===== config.mk =====
export PLATFORM = sky130hd
export DESIGN_NAME = amba_axi_write
export DESIGN_NICKNAME = d
export VERILOG_FILES = /design/src/rtl/amba_axi_write.sv
export SDC_FILE = /design/constraint.sdc
export NUM_CORES = 1
export LEC_CHECK = 0
export ABC_AREA = 1
export CAP_MARGIN = 5
export CORE_ASPECT_RATIO = 0.5
export CORE_MARGIN = 2
export CORE_UTILIZATION = 30
export CTS_BUF_LIST = sky130_fd_sc_hd__clkbuf_4 sky130_fd_sc_hd__clkbuf_8 sky130_fd_sc_hd__clkbuf_16
export DETAILED_ROUTE_END_ITERATION = 16
export HOLD_SLACK_MARGIN = 0.03
export PLACE_DENSITY = 0.6
export SETUP_SLACK_MARGIN = 0.3
export SYNTH_ARGS = -nofsm -noshare
export SYNTH_HDL_FRONTEND = slang
export SYNTH_SLANG_ARGS = --single-unit

===== constraint.sdc =====
create_clock -name aclk -period 7.07 [get_ports aclk]
set_clock_uncertainty 0.05 [all_clocks]
set_input_delay 1.0605 -clock aclk [delete_from_list [all_inputs] [get_ports aclk]]
set_output_delay 1.0605 -clock aclk [all_outputs]
set_load 0.05 [all_outputs]

===== src/rtl/amba_axi_write.sv =====
// ----------------------------------------------------------------------------
// amba_axi_write
//   Single-beat AXI3 write master for the MPEG-2 AAC decoder. Takes one 32-bit
//   write request from the AAC core, drives the AW and W channels
//   independently, collects the B response and reports completion/error.
//
// Ports
//   aclk, areset              clock, asynchronous active-high reset
//   aacaddr/aacdata/aacstrb   write request payload from the AAC core
//   aacwrvalid / aacwrready   request handshake (ready only while idle)
//   aacwrdone / aacwrerr      one-cycle completion pulse, error qualifier
//   aw*                       AXI3 write address channel (single beat, INCR)
//   w*                        AXI3 write data channel (wlast follows wvalid)
//   bid/bresp/bvalid/bready   AXI3 write response channel
// ----------------------------------------------------------------------------
module amba_axi_write #(
   parameter logic [3:0]  AXI_ID  = 4'b0000,
   parameter int unsigned TIMEOUT = 255
) (
   input  logic        aclk,
   input  logic        areset,
   input  logic [31:0] aacaddr,
   input  logic [31:0] aacdata,
   input  logic [3:0]  aacstrb,
   input  logic        aacwrvalid,
   output logic        aacwrready,
   output logic        aacwrdone,
   output logic        aacwrerr,
   output logic [3:0]  awid,
   output logic [31:0] awaddr,
   output logic [3:0]  awlen,
   output logic [2:0]  awsize,
   output logic [1:0]  awburst,
   output logic [1:0]  awlock,
   output logic [3:0]  awcache,
   output logic [2:0]  awprot,
   output logic        awvalid,
   input  logic        awready,
   output logic [3:0]  wid,
   output logic [31:0] wdata,
   output logic [3:0]  wstrb,
   output logic        wlast,
   output logic        wvalid,
   input  logic        wready,
   input  logic [3:0]  bid,
   input  logic [1:0]  bresp,
   input  logic        bvalid,
   output logic        bready
);

   localparam int unsigned CW = (TIMEOUT > 0) ? $clog2(TIMEOUT + 1) : 1;

   // S_CAPTURE holds the latched response for one cycle before the done pulse;
   // a timeout skips it and goes straight to S_DONE.
   typedef enum logic [2:0] {
      S_IDLE,
      S_SEND,
      S_WAIT_RESP,
      S_CAPTURE,
      S_DONE
   } state_t;

   state_t          r_state, w_state_nxt;
   logic            r_ready, w_ready_nxt;
   logic            r_done, w_done_nxt;
   logic            r_wrerr, w_wrerr_nxt;
   logic            r_err, w_err_nxt;
   logic            r_awvalid, w_awvalid_nxt;
   logic            r_wvalid, w_wvalid_nxt;
   logic            r_bready, w_bready_nxt;
   logic [31:0]     r_awaddr, w_awaddr_nxt;
   logic [31:0]     r_wdata, w_wdata_nxt;
   logic [3:0]      r_wstrb, w_wstrb_nxt;
   logic [CW-1:0]   r_cnt, w_cnt_nxt;
   logic            w_resp_err;

   // SLVERR (10) and DECERR (11) are errors; OKAY and EXOKAY are not.
   assign w_resp_err = (bresp == 2'b10) || (bresp == 2'b11) || (bid != AXI_ID);

   always_ff @(posedge aclk or posedge areset) begin
      if (areset) begin
         r_state   <= S_IDLE;
         r_ready   <= 1'b1;
         r_done    <= 1'b0;
         r_wrerr   <= 1'b0;
         r_err     <= 1'b0;
         r_awvalid <= 1'b0;
         r_wvalid  <= 1'b0;
         r_bready  <= 1'b0;
         r_awaddr  <= '0;
         r_wdata   <= '0;
         r_wstrb   <= '0;
         r_cnt     <= '0;
      end else begin
         r_state   <= w_state_nxt;
         r_ready   <= w_ready_nxt;
         r_done    <= w_done_nxt;
         r_wrerr   <= w_wrerr_nxt;
         r_err     <= w_err_nxt;
         r_awvalid <= w_awvalid_nxt;
         r_wvalid  <= w_wvalid_nxt;
         r_bready  <= w_bready_nxt;
         r_awaddr  <= w_awaddr_nxt;
         r_wdata   <= w_wdata_nxt;
         r_wstrb   <= w_wstrb_nxt;
         r_cnt     <= w_cnt_nxt;
      end
   end

   always_comb begin
      w_state_nxt   = r_state;
      w_ready_nxt   = r_ready;
      w_done_nxt    = 1'b0;
      w_wrerr_nxt   = 1'b0;
      w_err_nxt     = r_err;
      w_awvalid_nxt = r_awvalid;
      w_wvalid_nxt  = r_wvalid;
      w_bready_nxt  = r_bready;
      w_awaddr_nxt  = r_awaddr;
      w_wdata_nxt   = r_wdata;
      w_wstrb_nxt   = r_wstrb;
      w_cnt_nxt     = r_cnt;

      case (r_state)
         S_IDLE: begin
            w_ready_nxt = 1'b1;
            if (aacwrvalid) begin
               w_awaddr_nxt  = aacaddr;
               w_wdata_nxt   = aacdata;
               w_wstrb_nxt   = aacstrb;
               w_awvalid_nxt = 1'b1;
               w_wvalid_nxt  = 1'b1;
               w_ready_nxt   = 1'b0;
               w_err_nxt     = 1'b0;
               w_state_nxt   = S_SEND;
            end
         end

         S_SEND: begin
            // Each channel retires on its own handshake; leave once both are gone.
            if (r_awvalid && awready) w_awvalid_nxt = 1'b0;
            if (r_wvalid && wready)   w_wvalid_nxt  = 1'b0;
            if (!w_awvalid_nxt && !w_wvalid_nxt) begin
               w_bready_nxt = 1'b1;
               w_cnt_nxt    = '0;
               w_state_nxt  = S_WAIT_RESP;
            end
         end

         S_WAIT_RESP: begin
            if (bvalid) begin
               w_bready_nxt = 1'b0;
               w_err_nxt    = w_resp_err;
               w_state_nxt  = S_CAPTURE;
            end else if ((TIMEOUT != 0) && (r_cnt == CW'(TIMEOUT))) begin
               w_bready_nxt = 1'b0;
               w_err_nxt    = 1'b1;
               w_done_nxt   = 1'b1;
               w_wrerr_nxt  = 1'b1;
               w_state_nxt  = S_DONE;
            end else if (TIMEOUT != 0) begin
               w_cnt_nxt = r_cnt + CW'(1);
            end
         end

         S_CAPTURE: begin
            w_done_nxt  = 1'b1;
            w_wrerr_nxt = r_err;
            w_state_nxt = S_DONE;
         end

         S_DONE: begin
            w_ready_nxt = 1'b1;
            w_state_nxt = S_IDLE;
         end

         default: begin
            w_ready_nxt = 1'b1;
            w_state_nxt = S_IDLE;
         end
      endcase
   end

   assign aacwrready = r_ready;
   assign aacwrdone  = r_done;
   assign aacwrerr   = r_wrerr;

   assign awid    = AXI_ID;
   assign awaddr  = r_awaddr;
   assign awlen   = 4'b0000;
   assign awsize  = 3'b010;
   assign awburst = 2'b01;
   assign awlock  = 2'b00;
   assign awcache = 4'b0001;
   assign awprot  = 3'b010;
   assign awvalid = r_awvalid;

   assign wid    = AXI_ID;
   assign wdata  = r_wdata;
   assign wstrb  = r_wstrb;
   assign wlast  = r_wvalid;
   assign wvalid = r_wvalid;

   assign bready = r_bready;

endmodule


# --- Word level (Yosys, flattened, before mapping) ---
# Cells that the tools add are included.
totals:
  regBits: 86
  input_bits: 80
  out_inout_bits: 101
  elab_cells: 73
classes:
  n_eq_ne: 11
  n_mux: 30
  reduce_logical: 19
  add_sub_neg: 1
op_table:
  columns: ["op", "n"]
  rows:
  - ["2-to-1 mux 8 bit", 3]
  - ["one-hot mux 8 bit (2 select lines)", 1]
  - ["2-to-1 mux 1 bit", 14]
  - ["one-hot mux 1 bit (2 select lines)", 7]
  - ["2-to-1 mux 3 bit", 4]
  - ["one-hot mux 3 bit (4 select lines)", 1]
  - ["AND reduction 3 bit", 3]
  - ["adder 8 x 1 -> 8 bit, second input constant", 1]
  - ["== test 8 bit, second input constant", 1]
  - ["inequality test 2 bit, second input constant", 4]
  - ["== test 3 x 2 -> 1 bit, second input constant", 2]
  - ["nonzero test 2 bit", 3]
  - ["== test 2 bit, second input constant", 2]
  - ["AND reduction 2 bit", 2]
  - ["AND reduction 4 bit", 1]
  - ["nonzero test 4 bit", 1]
  - ["== test 3 x 1 -> 1 bit, second input constant", 1]
  - ["logical AND 1 bit", 3]
  - ["logical NOT 3 bit", 1]
  - ["inequality test 3 bit, second input constant", 1]
  - ["OR reduction 3 bit", 1]
  - ["logical NOT 1 bit", 2]
  - ["logical OR 1 bit", 2]

# --- Depth between registers and ports, before layout ---
# Gate-level depths: netlist of run 1.
depth:
  ltp_word: 7
  mapped_depth: 8
  ltp_nobuf: 8

# --- Least setup slack after synthesis of run 1 ---
# OpenSTA, ideal clock, no wires.
synth_timing:
  path_kind: "register to output"
  startpoint: "register r_wvalid (netlist: wlast)"
  endpoint: "output wvalid"
  arrival_time_ns: 0.922
  stages_incl_launch_ff: 2
  path_buffers: 1
  slack_ns: 5.038
  required_time_ns: 5.959
  cell_sequence: "dfrtp_1 > buf_4"
synth_lines:
  columns: ["item", "line", "rtl"]
  rows:
  - ["start, declared", "69", "logic r_wvalid, w_wvalid_nxt;"]
  - ["start signal, assigned", "101", "r_wvalid <= w_wvalid_nxt;"]
  - ["end, declared", "43", "output logic wvalid,"]
# No word-level cell between the ends.

# --- Worst setup path after layout of run 1 ---
layout_timing:
  startpoint: "register r_ready (netlist: aacwrready)"
  endpoint: "output aacwrready"
layout_lines:
  columns: ["item", "line", "rtl"]
  rows:
  - ["start, declared", "64", "logic r_ready, w_ready_nxt;"]
  - ["start signal, assigned", "96", "r_ready <= w_ready_nxt;"]
  - ["end, declared", "26", "output logic aacwrready,"]
# No word-level cell between the ends.

==> results of run 1 <==
[cell usage after synthesis, types with 2 or more instances]
master    count  area share
inv_1        84       0.081
nand3b_1      2      0.0039
buf_6         6       0.017
buf_2         6      0.0077
a21oi_1       4      0.0052
nand4_1       2      0.0032
nand2_1     107        0.10
buf_4        27       0.052
dfrtp_1      85        0.55
conb_1        2      0.0019
nor2_1       15       0.015
nor2_2        2      0.0032
nand3_1      22       0.028
clkbuf_1      3      0.0029
o21ai_1      31       0.040
o21ai_0      43       0.056
nand3_2       2      0.0052
[final timing paths]
kind | slack, ps | endpoint | start | depth (start not counted)
worst max-delay path | 4280 | aacwrready | aacwrready | 1
worst min-delay path | 430 | r_err | r_err | 2
worst max register to register | 5070 | wdata[19] | r_state[1] | 4
worst min register to register | 430 | r_err | r_err | 2
max in group asynchronous | 4910 | awaddr[5] | areset | 3
min in group asynchronous | 1360 | wdata[20] | areset | 3
[report_power, final]
group	switching (mW)	internal, mW
registers	0.122	0.710
clock network	0.188	0.300
logic	1.08	0.495
total	1.39	1.51
[sequential cells by signal (all words and copies together), names as in the netlist]
signal,cells
aacwrerr,1
wstrb,4
r_cnt,8
bready,1
wlast,1
awvalid,1
r_state,3
awaddr,32
wdata,32
aacwrdone,1
r_err,1
aacwrready,1
[area by class of cell]
type                            instances  area share
Clock inverter                          3     0.00743
Inverter                               85      0.0559
Clock buffer                           13      0.0468
Timing Repair Buffer                  155       0.270
Multi-Input combinational cell        263       0.207
Sequential cell                        86       0.376
Tap cell                              170      0.0371
[per-layer routing]
layer	vias to the layer above	global-route usage	wire length [um]
li1	1627	-	-
met1	1447	0.159	3830
met2	60	0.244	4750
met3	17	0.0316	320
met4	0	0.0545	197
met5	-	0	0
[stage by stage]
step | cell area, um2 | power (mW) | worst slack [ps]
final | 5730 | 2.90 | 4280
after floorplan | 3970 | 1.92 | 3740
after CTS | 5730 | 2.94 | 4250
after detailed placement | 5420 | 2.44 | 4030
after global routing | 5730 | 3.08 | 4220
after global placement | 5420 | 2.42 | 4100
[cells by family after synthesis]
logic type      after synthesis  synth area share
other cells                   2           0.00194
simple gates                155             0.169
buf+inv                     128             0.164
fa+ha+maj                     1           0.00323
xor+xnor                      1           0.00226
flops                        86             0.556
compound gates               80             0.104
==> reports/metrics.cfg, run 1 <==
[status]
outcome=finished clean

[global_routing]
gr-total-overflow=0
grt_usage=0.137
antenna_found_initial=0
grt_pass1_vias=2965
grt_start_max_net_pins=138
grt_first_pass_wirelength_um=14800

[place]
gp_congestion=0.784
dp_hpwl_um=6500
dp_cells=759
portBuffers=153

[final_layout]
mostFrequentLayoutCells=153 x clkdlybuf4s50_1, 107 x nand2_1, 85 x dfrtp_1
syn2layout_area_growth_pct=47.8
nets=681
fin_util=0.454
regArea_um2=2150
fillers=1236
stdcell_count=775
drive_above_1_share=0.0463
multiInputGateArea_um2=1180
mostFrequentLayoutCell=clkdlybuf4s50_1
n_antenna_cell=0

[route]
ant_nets=0
num_vias=3151
viasPerCell=4.07
first_pass_iters=4
routed_wirelength_um=9100
dr.first_iter.drc_count=186
route.detailed.drc=0
wl_per_cell_um=11.7

[clock_network]
clk_pin_slew_worst_paths_ps=60
htree_levels=3
clk_latency_ps=330
postCtsSetupRepairBufs=0
clock_path_buffers=2
cts_tree=done
root_buffer=clkbuf_16
ctsHoldBuffers=0
cts_resized=0
clkSinkCount=86
cts_buffers=9

[floorplan]
die_area_um2=13900
die_w_um=165
ios=181
rows=29
initial_utilization=0.307
core-area_um2=12600
die_h_um=84.4

[min_path]
hold_class=register to register

[synthesis]
syn_area_um2=3870
synth_edf_count=0
ys_ff_latch=86
synth_warnings=0
synth_flop_cell=dfrtp_1
avgSynthCellArea_um2=8.55
seq_area_frac_synth=0.556
ys_async_sr_fraction=1.00
netlist_instances=453
synthDistinctLibCells=27

[timing]
max_freq_mhz=359
period_needed_ps=2790
holdWs_ps=428
setup_viol=0
relSlewSlack=0.214
hold_viol=0
rsz0062_at_grt=false
slew_viol_final=0
worst_pin_slew_ps=1180
tns_ps=0
fin_crit_sh=0.394

[run]
maxCapViolCount=0

[critical_path]
cp_num_buf_inv=1
crit_family=buffers and inverters
critPathSlowestCell=clkdlybuf4s50_1
cp.required_ps=5960
worst_path_largest_cell_delay_ps=810
end_kind=output port
start_kind=register
cp_max_fo=2
worstSetupPathType=register to output port
critPathArrivalTime_ps=1680
cp_cell_sequence=clkdlybuf4s50_1

[power]
ir_drop_mv=0.211
leakagePower_nw=2.83
power_density_nw_per_um2=506

Power figures use the tool's default switching activity.
==> run 2: changes to the inputs <==
- clock period: 7.07 -> 2.8 ns (I/O delays scaled with it)
==> run 2 against run 1 <==
Compared with the run above: worst setup slack worse by 3600 ps; worst hold slack worse by 8.3 ps; clock power increased by 140%; first-iteration DRC count down 11%; sequential share of layout area decreased by 0.23 points; non-clock buffer count up 2; largest cell class unchanged; largest power group unchanged.
==> reports/metrics.cfg, run 2 (synthesized netlist as in run 1, its figures left out) <==
[status]
outcome=finished clean

[place]
portBuffers=153
gp_congestion=0.819
dp_cells=761
place_worst_setup_slack_ps=874
dpl_cell_area_um2=5460
dp_hpwl_um=6760

[global_routing]
grt_first_pass_wirelength_um=14800
grt_start_max_net_pins=67
grt_pass1_vias=2990
grt_use_met3=0.0252
met2_usage=0.238
antenna_found_initial=0
grt_usage=0.135
grt_use_met1=0.162
busiest_layer=met2
gr-total-overflow=0

[timing]
hold_viol=0
setup_viol=0
period_needed_ps=2140
worst_pin_slew_ps=544
relSlewSlack=0.636
postLayoutSetupSlackWorst_ps=660
fin_crit_sh=0.764
slew_viol_final=0
rsz0062_at_grt=false
tns_ps=0
max_freq_mhz=467
holdWs_ps=420

[critical_path]
cp_num_buf_inv=1
start_kind=register
cp.required_ps=2330
cp_max_fo=2
critPathArrivalTime_ps=1670
end_kind=output port
critPathSlowestCell=clkdlybuf4s50_1
worst_path_largest_cell_delay_ps=820
worstSetupPathType=register to output port
cp_cell_sequence=clkdlybuf4s50_1
crit_family=buffers and inverters

[clock_network]
postCtsSetupRepairBufs=0
htree_levels=3
root_buffer=clkbuf_16
cts_buffers=9
cts_resized=0
clkSinkCount=86
clk_pin_slew_worst_paths_ps=60
clk_latency_ps=330
ctsHoldBuffers=0
clock_path_buffers=2
cts_tree=done

[final_layout]
nets=683
mostFrequentLayoutCell=clkdlybuf4s50_1
drive_above_1_share=0.0494
fin_area_um2=5760
fin_util=0.456
mostFrequentLayoutCells=153 x clkdlybuf4s50_1, 107 x nand2_1, 85 x dfrtp_1
n_antenna_cell=0
stdcell_count=777
syn2layout_area_growth_pct=48.7

[route]
viasPerCell=4.02
num_vias=3125
routed_wirelength_um=9090
route.detailed.drc=0
dr.first_iter.drc_count=165
ant_nets=0
wl_per_cell_um=11.7
first_pass_iters=4

[floorplan]
ios=181
core-area_um2=12600
initial_utilization=0.307
die_h_um=84.4
die_w_um=165
die_area_um2=13900
rows=29

[power]
ir_drop_mv=0.402
leakagePower_nw=2.85
total_power_mw=7.30
power_density_nw_per_um2=1270

[run]
maxCapViolCount=0

[min_path]
hold_class=input port to asynchronous set/reset pin

-- run 2: path summary, 6_finish.rpt --
check,start,endpoint,slack (ps),cells past startpoint
worst min register to register,awaddr[7],awaddr[7],430,2
min in group aclk,awaddr[7],awaddr[7],430,2
worst max register to register,r_cnt[0],r_err,1090,8
worst min-delay path,areset,wdata[8],420,2
worst max-delay path,aacwrready,aacwrready,660,1
max in group asynchronous,areset,aacwrready,1550,3
-- run 2: layout make-up --
| cell class | count | area (um2) |
|---|---|---|
| Inverter | 85 | 323 |
| Timing Repair Buffer | 157 | 1590 |
| Clock buffer | 16 | 303 |
| Fill cell | 1210 | 6870 |
| Sequential cell | 86 | 2150 |
| Tap cell | 170 | 213 |
| Multi-Input combinational cell | 263 | 1180 |
-- run 2: power breakdown --
part	total (mW)	leakage [nW]	internal, mW	switching, mW
clock network	1.18	0.153	0.729	0.454
registers	2.10	1.08	1.79	0.308
logic	4.02	1.62	1.27	2.75
-- run 2: layer usage --
layer,part of all wire,up-vias
met5,0,-
met4,0.025,0
met3,0.034,17
met2,0.51,70
met1,0.43,1408
li1,-,1630
==> run 3: changes to the inputs <==
- clock period: 2.8 -> 2.2 ns (I/O delays scaled with it)
==> run 3 against run 2 <==
Compared with the run above: clock-buffer cell count is 3 lower; combinational power is 24% higher; flip-flop and latch count unchanged; via count grew 0.42%; wire length increased by 3.4%; die area did not move; global-route usage up 0.43 points; sequential share of layout area shrank 1.1 points; critical endpoint is now awaddr[16]; largest cell class unchanged; highest routed layer unchanged.
==> reports/metrics.cfg, run 3 (synthesized netlist as in run 1, its figures left out) <==
[power]
p_int_mw=4.95
switching_share=0.476
p_switching_mw=4.50
seqPwrFrac=0.282
power_density_nw_per_um2=1590
p_comb_frac=0.528
leakagePower_nw=3.38
p_clk_frac=0.190
ir_drop_mv=0.611

[final_layout]
mostFrequentLayoutCell=nand2_1
n_antenna_cell=0
nets=687
drive_above_1_share=0.0556
fin_area_um2=5930
syn2layout_area_growth_pct=53.0
fillers=1243
mostFrequentLayoutCells=107 x nand2_1, 90 x clkdlybuf4s50_1, 85 x dfrtp_1

[floorplan]
core-area_um2=12600
die_area_um2=13900
rows=29
die_h_um=84.4
initial_utilization=0.307
die_w_um=165
ios=181

[timing]
fin_crit_sh=0.852
max_freq_mhz=533
setup_viol=0
slew_viol_final=0
tns_ps=0
hold_viol=0
period_needed_ps=1880
postLayoutSetupSlackWorst_ps=325
relSlewSlack=0.638
worst_pin_slew_ps=543
rsz0062_at_grt=false
holdWs_ps=224

[critical_path]
end_kind=output port
worstSetupPathType=register to output port
cp_num_buf_inv=1
crit_family=buffers and inverters
cp.required_ps=1820
start_kind=register
cp_max_fo=2
critPathSlowestCell=clkdlybuf4s50_1
cp_cell_sequence=clkdlybuf4s50_1
worst_path_largest_cell_delay_ps=810
critPathArrivalTime_ps=1500

[place]
dp_hpwl_um=7050
place_worst_setup_slack_ps=345
dpl_cell_area_um2=5530
portBuffers=153
gp_congestion=0.792

[clock_network]
clk_latency_ps=330
cts_buffers=9
postCtsSetupRepairBufs=0
htree_levels=3
ctsHoldBuffers=0
cts_tree=done
clk_pin_slew_worst_paths_ps=60
clock_path_buffers=2
root_buffer=clkbuf_16
clkSinkCount=86

[route]
ant_nets=0
num_vias=3138
first_pass_iters=4
dr.first_iter.drc_count=172
route.detailed.drc=0
wl_per_cell_um=12.0
routed_wirelength_um=9390
viasPerCell=4.02

[min_path]
hold_class=input port to asynchronous set/reset pin

[global_routing]
gr-total-overflow=0
grt_usage=0.139
grt_start_max_net_pins=35
antenna_found_initial=0
grt_pass1_vias=2987
grt_first_pass_wirelength_um=15200

[status]
outcome=finished clean

[run]
maxCapViolCount=0

## run 3: worst paths after layout
check	from	endpoint	slack, ps	cells past startpoint
worst max-delay path	awaddr[16]	awaddr[16]	320	1
worst min-delay path	areset	wdata[24]	220	2
worst max register to register	r_cnt[1]	r_err	530	8
worst min register to register	r_err	r_err	420	2
max in group asynchronous	areset	wdata[1]	1320	3
min in group aclk	r_err	r_err	420	2
## run 3: per-layer routing
layer | track usage | part of all wire | routed length [um]
met1 | 0.167 | 0.42 | 3980
met4 | 0.0466 | 0.014 | 128
met5 | 0 | 0 | 0
met2 | 0.250 | 0.52 | 4930
met3 | 0.0292 | 0.038 | 355
## run 3: area by class of cell
| class | instances | area (um2) | share of cell area |
|---|---|---|---|
| Clock buffer | 13 | 268 | 0.0452 |
| Clock inverter | 3 | 90.1 | 0.0152 |
| Inverter | 85 | 323 | 0.0544 |
| Multi-Input combinational cell | 263 | 1180 | 0.200 |
| Sequential cell | 86 | 2150 | 0.363 |
| Tap cell | 170 | 213 | 0.0359 |
| Timing Repair Buffer | 161 | 1700 | 0.287 |
## run 3: stage by stage
step,std cells,util,total power [mW]
detailed placement,765,0.438,7.94
global placement,765,0.438,7.89
floorplan,477,-,6.18
CTS,781,0.463,9.60
global route,781,0.470,9.98
finish,781,0.470,9.45
## run 3: repair_timing
action	4_1_cts	5_1_grt
endpoints found under the hold margin	0	0
endpoints found under the setup margin	30	33
gates resized for setup	30	33
pin swaps	0	0
## run 3: power by group through the flow
stage	Sequential, mW	Combinational [mW]	Clock (mW)
finish	2.66	4.99	1.80
global route	2.76	5.30	1.92
CTS	2.68	5.07	1.85
detailed placement	2.70	5.24	0
global placement	2.68	5.21	0
floorplan	4.89	1.30	0
## run 3: worst reg2reg max path, cell delays in order, from the launching register on
cell	delay (ps)
dfrtp_1	390
ha_1	210
nand2_1	80
nor2_2	150
nand3_1	150
nand2_1	350
nand2_1	90
nand2_1	70
nand2_1	40
